`src/rtl/weight_loader_pkg.sv`:
```
// Shared definitions for the weight loader slice.
// Purpose: default geometry of the weight memory and the loader FSM encoding.
// Contents:
//   WL_KERNEL_WIDTH      bits per packed 3x3 kernel (9 x 8-bit weights)
//   WL_NUM_BANKS         number of weight banks, one per MAC
//   WL_KERNELS_PER_BANK  kernels written to each bank per load
//   WL_ADDR_WIDTH        bank address width
//   wl_state_e           loader FSM states
//   wl_load_bytes()      number of stream bytes making up one complete load
package weight_loader_pkg;

    localparam int WL_BYTE_WIDTH       = 8;
    localparam int WL_KERNEL_WIDTH     = 72;
    localparam int WL_NUM_BANKS        = 4;
    localparam int WL_KERNELS_PER_BANK = 3;
    localparam int WL_ADDR_WIDTH       = 10;

    typedef enum logic [1:0] {
        ST_IDLE = 2'd0,
        ST_FILL = 2'd1,
        ST_DONE = 2'd2
    } wl_state_e;

    // Every bank receives the same number of kernels, so one load is a fixed
    // number of bytes regardless of the base address.
    function automatic int wl_load_bytes(input int kernelWidth,
                                         input int numBanks,
                                         input int kernelsPerBank);
        return (kernelWidth / WL_BYTE_WIDTH) * numBanks * kernelsPerBank;
    endfunction

endpackage

```
`src/rtl/weight_loader_kernel_packer.sv`:
```
// kernel_packer: assembles a stream of weight bytes into packed kernels.
// The first byte of a kernel ends up in the most significant byte.
// Ports:
//   clk, rst        clock and asynchronous active-high reset
//   clear_i         restart packing at byte 0 (new load)
//   valid_i         a byte is accepted this cycle
//   data_i          the accepted byte
//   kernel_o        packed kernel, meaningful when kernelValid_o is high
//   kernelValid_o   high in the cycle the last byte of a kernel is accepted
module kernel_packer
    import weight_loader_pkg::*;
#(
    parameter int KERNEL_WIDTH = WL_KERNEL_WIDTH
) (
    input  logic                    clk,
    input  logic                    rst,
    input  logic                    clear_i,
    input  logic                    valid_i,
    input  logic [7:0]              data_i,
    output logic [KERNEL_WIDTH-1:0] kernel_o,
    output logic                    kernelValid_o
);

    localparam int BYTES_PER_KERNEL = KERNEL_WIDTH / WL_BYTE_WIDTH;
    localparam int CNT_W            = $clog2(BYTES_PER_KERNEL);
    localparam int SHIFT_W          = KERNEL_WIDTH - WL_BYTE_WIDTH;

    logic [CNT_W-1:0]   byteCnt_q, byteCnt_d;
    logic [SHIFT_W-1:0] shift_q, shift_d;
    logic               lastByte;

    assign lastByte = (byteCnt_q == CNT_W'(BYTES_PER_KERNEL - 1));

    // Only the first eight bytes are stored; the ninth is taken straight from
    // the input so the full kernel is available in the cycle it arrives and
    // the top level can register the write one cycle later.
    always_comb begin
        byteCnt_d     = byteCnt_q;
        shift_d       = shift_q;
        kernelValid_o = 1'b0;
        kernel_o      = {shift_q, data_i};
        if (clear_i) begin
            byteCnt_d = '0;
        end else if (valid_i) begin
            shift_d = {shift_q[SHIFT_W-WL_BYTE_WIDTH-1:0], data_i};
            if (lastByte) begin
                byteCnt_d     = '0;
                kernelValid_o = 1'b1;
            end else begin
                byteCnt_d = byteCnt_q + CNT_W'(1);
            end
        end
    end

    always_ff @(posedge clk or posedge rst) begin
        if (rst) begin
            byteCnt_q <= '0;
            shift_q   <= '0;
        end else begin
            byteCnt_q <= byteCnt_d;
            shift_q   <= shift_d;
        end
    end

endmodule

```
`src/rtl/weight_loader.sv`:
```
// weight_loader: streams weight bytes into packed 3x3 kernels and writes them
// round-robin across the weight banks, one kernel per bank per address row.
// Ports:
//   clk, rst                      clock and asynchronous active-high reset
//   i_start, i_base_addr          load request and first bank address
//   i_s_tdata/tvalid/tlast,
//   o_s_tready                    byte stream in (ready only while filling)
//   o_wr_en, o_wr_addr, o_wr_data one-hot bank write port
//   o_busy, o_done, o_err         status: active, completion pulse, framing error
module weight_loader
    import weight_loader_pkg::*;
#(
    parameter int KERNEL_WIDTH     = WL_KERNEL_WIDTH,
    parameter int NUM_BANKS        = WL_NUM_BANKS,
    parameter int KERNELS_PER_BANK = WL_KERNELS_PER_BANK,
    parameter int ADDR_WIDTH       = WL_ADDR_WIDTH
) (
    input  logic                    clk,
    input  logic                    rst,
    input  logic                    i_start,
    input  logic [ADDR_WIDTH-1:0]   i_base_addr,
    input  logic [7:0]              i_s_tdata,
    input  logic                    i_s_tvalid,
    output logic                    o_s_tready,
    input  logic                    i_s_tlast,
    output logic [NUM_BANKS-1:0]    o_wr_en,
    output logic [ADDR_WIDTH-1:0]   o_wr_addr,
    output logic [KERNEL_WIDTH-1:0] o_wr_data,
    output logic                    o_busy,
    output logic                    o_done,
    output logic                    o_err
);

    localparam int LOAD_BYTES = wl_load_bytes(KERNEL_WIDTH, NUM_BANKS, KERNELS_PER_BANK);
    localparam int BCNT_W     = $clog2(LOAD_BYTES + 1);
    localparam int BANK_W     = (NUM_BANKS > 1) ? $clog2(NUM_BANKS) : 1;

    wl_state_e               state_q, state_d;
    logic [BCNT_W-1:0]       byteCnt_q, byteCnt_d;
    logic [BANK_W-1:0]       bankSel_q, bankSel_d;
    logic [ADDR_WIDTH-1:0]   rowAddr_q, rowAddr_d;
    logic                    err_q, err_d;
    logic [NUM_BANKS-1:0]    wrEn_q, wrEn_d;
    logic [ADDR_WIDTH-1:0]   wrAddr_q, wrAddr_d;
    logic [KERNEL_WIDTH-1:0] wrData_q, wrData_d;

    logic                    startAccept;
    logic                    byteAccept;
    logic                    finalByte;
    logic [KERNEL_WIDTH-1:0] packedKernel;
    logic                    kernelValid;

    assign startAccept = (state_q == ST_IDLE) && i_start;
    assign byteAccept  = (state_q == ST_FILL) && i_s_tvalid;
    assign finalByte   = (byteCnt_q == BCNT_W'(LOAD_BYTES - 1));

    kernel_packer #(
        .KERNEL_WIDTH(KERNEL_WIDTH)
    ) u_packer (
        .clk          (clk),
        .rst          (rst),
        .clear_i      (startAccept),
        .valid_i      (byteAccept),
        .data_i       (i_s_tdata),
        .kernel_o     (packedKernel),
        .kernelValid_o(kernelValid)
    );

    // Load sequencing and framing checks. A tlast before the final byte
    // aborts straight back to IDLE; any partially packed kernel is simply
    // abandoned because the packer is cleared on the next accepted start.
    always_comb begin
        state_d   = state_q;
        byteCnt_d = byteCnt_q;
        bankSel_d = bankSel_q;
        rowAddr_d = rowAddr_q;
        err_d     = err_q;
        wrEn_d    = '0;
        wrAddr_d  = wrAddr_q;
        wrData_d  = wrData_q;

        case (state_q)
            ST_IDLE: begin
                if (i_start) begin
                    state_d   = ST_FILL;
                    byteCnt_d = '0;
                    bankSel_d = '0;
                    rowAddr_d = i_base_addr;
                    err_d     = 1'b0;
                end
            end
            ST_FILL: begin
                if (byteAccept) begin
                    byteCnt_d = byteCnt_q + BCNT_W'(1);
                    if (finalByte) begin
                        state_d = ST_DONE;
                        if (!i_s_tlast) begin
                            err_d = 1'b1;
                        end
                    end else if (i_s_tlast) begin
                        state_d = ST_IDLE;
                        err_d   = 1'b1;
                    end
                end
            end
            ST_DONE: begin
                state_d = ST_IDLE;
            end
            default: begin
                state_d = ST_IDLE;
            end
        endcase

        // Kernels rotate across banks; the row address only advances once
        // every bank has received a kernel, wrapping at the top of the bank.
        if (kernelValid) begin
            wrEn_d   = NUM_BANKS'(1) << bankSel_q;
            wrAddr_d = rowAddr_q;
            wrData_d = packedKernel;
            if (bankSel_q == BANK_W'(NUM_BANKS - 1)) begin
                bankSel_d = '0;
                rowAddr_d = rowAddr_q + ADDR_WIDTH'(1);
            end else begin
                bankSel_d = bankSel_q + BANK_W'(1);
            end
        end
    end

    always_ff @(posedge clk or posedge rst) begin
        if (rst) begin
            state_q   <= ST_IDLE;
            byteCnt_q <= '0;
            bankSel_q <= '0;
            rowAddr_q <= '0;
            err_q     <= 1'b0;
            wrEn_q    <= '0;
            wrAddr_q  <= '0;
            wrData_q  <= '0;
        end else begin
            state_q   <= state_d;
            byteCnt_q <= byteCnt_d;
            bankSel_q <= bankSel_d;
            rowAddr_q <= rowAddr_d;
            err_q     <= err_d;
            wrEn_q    <= wrEn_d;
            wrAddr_q  <= wrAddr_d;
            wrData_q  <= wrData_d;
        end
    end

    assign o_s_tready = (state_q == ST_FILL);
    assign o_busy     = (state_q != ST_IDLE);
    assign o_done     = (state_q == ST_DONE);
    assign o_err      = err_q;
    assign o_wr_en    = wrEn_q;
    assign o_wr_addr  = wrAddr_q;
    assign o_wr_data  = wrData_q;

endmodule

```
`config.mk`:
```
export PLATFORM = sky130hd
export DESIGN_NAME = weight_loader
export DESIGN_NICKNAME = d
export VERILOG_FILES = /design/src/rtl/weight_loader_pkg.sv /design/src/rtl/weight_loader_kernel_packer.sv /design/src/rtl/weight_loader.sv
export SDC_FILE = /design/constraint.sdc
export NUM_CORES = 1
export LEC_CHECK = 0
export BUFFER_PORTS_ARGS = -buffer_cell sky130_fd_sc_hd__clkbuf_2
export CORE_UTILIZATION = 35
export DETAILED_ROUTE_END_ITERATION = 10
export HOLD_SLACK_MARGIN = 0.06
export PLACE_DENSITY = 0.6
export SLEW_MARGIN = 0
export SYNTH_ARGS = -nofsm -noshare
export SYNTH_HDL_FRONTEND = slang
export SYNTH_SLANG_ARGS = --single-unit
```
`constraint.sdc`:
```
create_clock -name clk -period 7.67 [get_ports clk]
set_input_delay 1.534 -clock clk [delete_from_list [all_inputs] [get_ports clk]]
set_output_delay 1.534 -clock clk [all_outputs]
set_load 0.1 [all_outputs]
```
==> results.sh <==
export IMPL_status="complete, no violations"
export IMPL_fill_cells=1879
export IMPL_drv_cap=0
export IMPL_syn_area_per_cell_um2=11.6
export IMPL_dr_pass1_iters=4
export IMPL_vias=4551
export IMPL_yosys_register_bits=176
export IMPL_die_h_um=144
export IMPL_worstPathRequired_ns=6.14
export IMPL_cpPeakStageDelay_ns=0.48
export IMPL_synth_area_leaders="dfrtp_1, mux2_2, nand2_1"
export IMPL_antenna_cells=0
export IMPL_critPathArrivalTime_ns=1.77
export IMPL_fmax_mhz=302
export IMPL_multi_input_area_um2=2430
export IMPL_crit_path_end_kind="output port"
export IMPL_synth_ff_type="dfrtp_1"
export IMPL_synth_compound_area_frac=0.0287
export IMPL_post_route_util=0.429
export IMPL_syn_nets=636
export IMPL_min_path_type="reg -> reg"
export IMPL_fin_cells=986
export IMPL_fin_crit_ns=3.31
export IMPL_yosys_area_top_type="dfrtp_1"
export IMPL_grt_max_degree=122
export IMPL_seq_area_um2=4400
export IMPL_drtIter0Drc=197
export IMPL_syn_instance_count=605
export IMPL_drc=0
export IMPL_gp_congestion=0.744
export IMPL_routed_wl_mm=13.9
export IMPL_vias_per_cell=4.62
export IMPL_clockBufferDepth=2
export IMPL_p_total_mw=2.85
export IMPL_synth_xor_area_frac=0.00624
export IMPL_cts_tree="yes"
export IMPL_cp_startpoint="state_q[1]$_DFFE_PP0P_"
export IMPL_yosys_warnings=0
export IMPL_crit_fanout=9
export IMPL_hold_viol_final=0
export IMPL_cts_setup_buffers=0
export IMPL_dp_hpwl_mm=8.64
export IMPL_antenna_found_initial=0
export IMPL_crit_end="o_s_tready"
export IMPL_syn_area_um2=7020
export IMPL_synth_edf_count=0
export IMPL_wire_per_inst_um=14.1
export IMPL_initial_core_util=0.359
export IMPL_cts_sinks=176
export IMPL_path_cells="nand2b_1, inv_1, clkbuf_2"
export IMPL_antenna_left=0
export IMPL_grt_pass1_wl_mm=23.5
export IMPL_hold_ws_ns=0.469
export IMPL_grt_usage=0.148
export IMPL_fp_dieArea_um2=20600
export IMPL_die_x_um=144
export IMPL_critPathKind="reg -> out"
export IMPL_crit_path_start_kind="flip-flop"
export IMPL_rsz0062_at_grt="false"
export IMPL_setup_viol=0
export IMPL_synthAdderAreaFrac=0.0143
export IMPL_port_buffers=112
export IMPL_rows=51
export IMPL_crit_reg2reg_capture="rowAddr_q[2]$_DFF_PP0_"
export IMPL_r2r_slack_ns=5.53
export IMPL_max_vdd_ir_drop_mv=0.156
export IMPL_rr_worst_depth=4
export IMPL_numCtsBuffers=17
export IMPL_worst_slew_pin_slew_ns=1.02
export IMPL_drive_above_1_share=0.325
export IMPL_synth_top_family_by_area="simple AND/OR/NAND/NOR gates"
export IMPL_path_clk_slew_ns=0.06
export IMPL_finalCritPeriodShare=0.431
export IMPL_grt_pass1_vias=4528
export IMPL_root_buffer="clkbuf_16"
export IMPL_htree_levels=4
export IMPL_cts_resized=0
export IMPL_r2r_start="state_q[0]$_DFFE_PP0P_"
export IMPL_dp_cells=958
export IMPL_finClkSkew_ns=0.00923
export IMPL_p_per_area_nw_per_um2=340
export IMPL_slew_headroom=0.315
export IMPL_area_growth_pct=19.3
export IMPL_insertion_delay_ns=0.42
export IMPL_yosysSeqAreaShare=0.628
export IMPL_synth_top_area_share=0.628
export IMPL_postCtsHoldBufs=0
export IMPL_grt_overflow=0
export IMPL_synthArstFlopShare=1.00
export IMPL_synth_area_mux_share=0.136
export IMPL_p_leak_nw=4.50
export IMPL_setup_tns_ns=0
export IMPL_ys_types=43
export IMPL_io_pins=113
export IMPL_final_nets=743
export IMPL_drv_slew=0
export IMPL_core_um2=19500
export IMPL_slowest_stage="dfrtp_1"
export IMPL_synthSimpleGateAreaFrac=0.161
how the worst min path moves through the flow:
stage | depth (start not counted) | to | slack, ns | start
detailed placement | 2 | u_packer.shift_q[60]$_DFFE_PP0P_ | 0.46 | u_packer.shift_q[60]$_DFFE_PP0P_
global placement | 2 | u_packer.shift_q[63]$_DFFE_PP0P_ | 0.46 | u_packer.shift_q[63]$_DFFE_PP0P_
floorplan | 1 | byteCnt_q[6]$_DFFE_PP0P_ | 0.44 | byteCnt_q[6]$_DFFE_PP0P_
finish | 1 | byteCnt_q[5]$_DFFE_PP0P_ | 0.47 | byteCnt_q[5]$_DFFE_PP0P_
CTS | 1 | byteCnt_q[5]$_DFFE_PP0P_ | 0.47 | byteCnt_q[5]$_DFFE_PP0P_
global route | 2 | u_packer.shift_q[60]$_DFFE_PP0P_ | 0.49 | u_packer.shift_q[60]$_DFFE_PP0P_
cells in the mapped netlist, types with 2 or more instances:
master    number
nand2_1      207
dfrtp_1      176
mux2_2        82
buf_2         20
nor2_1        15
inv_1         11
ha_1           8
clkbuf_1       7
o21ai_0        6
a211oi_1       4
a311oi_1       4
and2_1         4
and3_1         4
nand3_1        4
nand4_1        4
a21oi_1        3
mux2i_1        3
nand2b_1       3
nor3_1         3
o31ai_1        3
xnor2_1        3
a31oi_1        2
and3b_1        2
and4_1         2
buf_4          2
nor2b_1        2
nor3b_1        2
o21bai_1       2
or3_1          2
xor2_1         2
worst max-delay path, delay by kind of cell (launching register included):
family	cells	cell delay, ns
buffers and inverters	2	0.64
DFF	1	0.48
and+or+nand+nor	1	0.24
cell type report:
class                           count  area share
Inverter                           11     0.00583
Clock inverter                      8      0.0133
Sequential cell                   176       0.526
Multi-Input combinational cell    389       0.291
Timing Repair Buffer              117      0.0714
Clock buffer                       20      0.0533
Tap cell                          265      0.0396
registers in the layout, summed over array words and instances (netlist names):
signal              count
o_wr_en                 4
byteCnt_q               7
o_wr_data              72
u_packer.byteCnt_q      4
state_q                 2
o_wr_addr              10
o_err                   1
rowAddr_q              10
bankSel_q               2
u_packer.shift_q       64
report_power, final:
part | total [mW] | switching [mW] | internal [mW]
logic | 0.698 | 0.531 | 0.166
registers | 1.32 | 0.172 | 1.15
clock network | 0.830 | 0.346 | 0.484
total | 2.85 | 1.05 | 1.80
cell families after synthesis:
family                     after synthesis
AOI/OAI and AO/OA                       29
xor gates and xnor gates                 5
adders and majority gates                8
buffers and inverters                   40
DFF                                    176
muxes                                   85
and+or+nand+nor                        262
metal layers:
layer,share of wire,global-route usage
met5,0,0
met4,0.013,0.0554
met3,0.051,0.0443
met2,0.45,0.228
met1,0.49,0.196
layout by cell type, fill, tap and decap left out, types with 2 or more instances in the layout:
master | Yosys | routed
a31oi_1 | 2 | 2
mux2i_1 | 3 | 3
nor2b_1 | 2 | 2
clkinv_4 | 0 | 4
nand4_1 | 4 | 4
nor3_1 | 3 | 3
buf_4 | 2 | 5
clkbuf_16 | 0 | 17
ha_1 | 8 | 8
dfrtp_1 | 176 | 176
inv_1 | 11 | 10
nor3b_1 | 2 | 2
and4_1 | 2 | 2
o21bai_1 | 2 | 2
clkbuf_1 | 7 | 2
clkbuf_2 | 0 | 112
nor2_1 | 15 | 15
mux2_2 | 82 | 82
a21oi_1 | 3 | 3
a311oi_1 | 4 | 4
and2_1 | 4 | 4
or3_1 | 2 | 2
nand3_1 | 4 | 4
o31ai_1 | 3 | 3
nand2_2 | 1 | 2
nand2b_1 | 3 | 3
bufinv_16 | 0 | 2
o21ai_0 | 6 | 6
a211oi_1 | 4 | 4
xnor2_1 | 3 | 3
xor2_1 | 2 | 2
and3_1 | 4 | 4
nand2_1 | 207 | 206
metrics by stage:
step	setup slack [ns]	cell area, µm²
final	4.36	8370
after global routing	4.26	8370
after CTS	4.30	8370
after detailed placement	4.42	7820
after global placement	4.47	7820
after floorplan	1.36	7020
No activity file was read; power rests on OpenSTA's default activity.
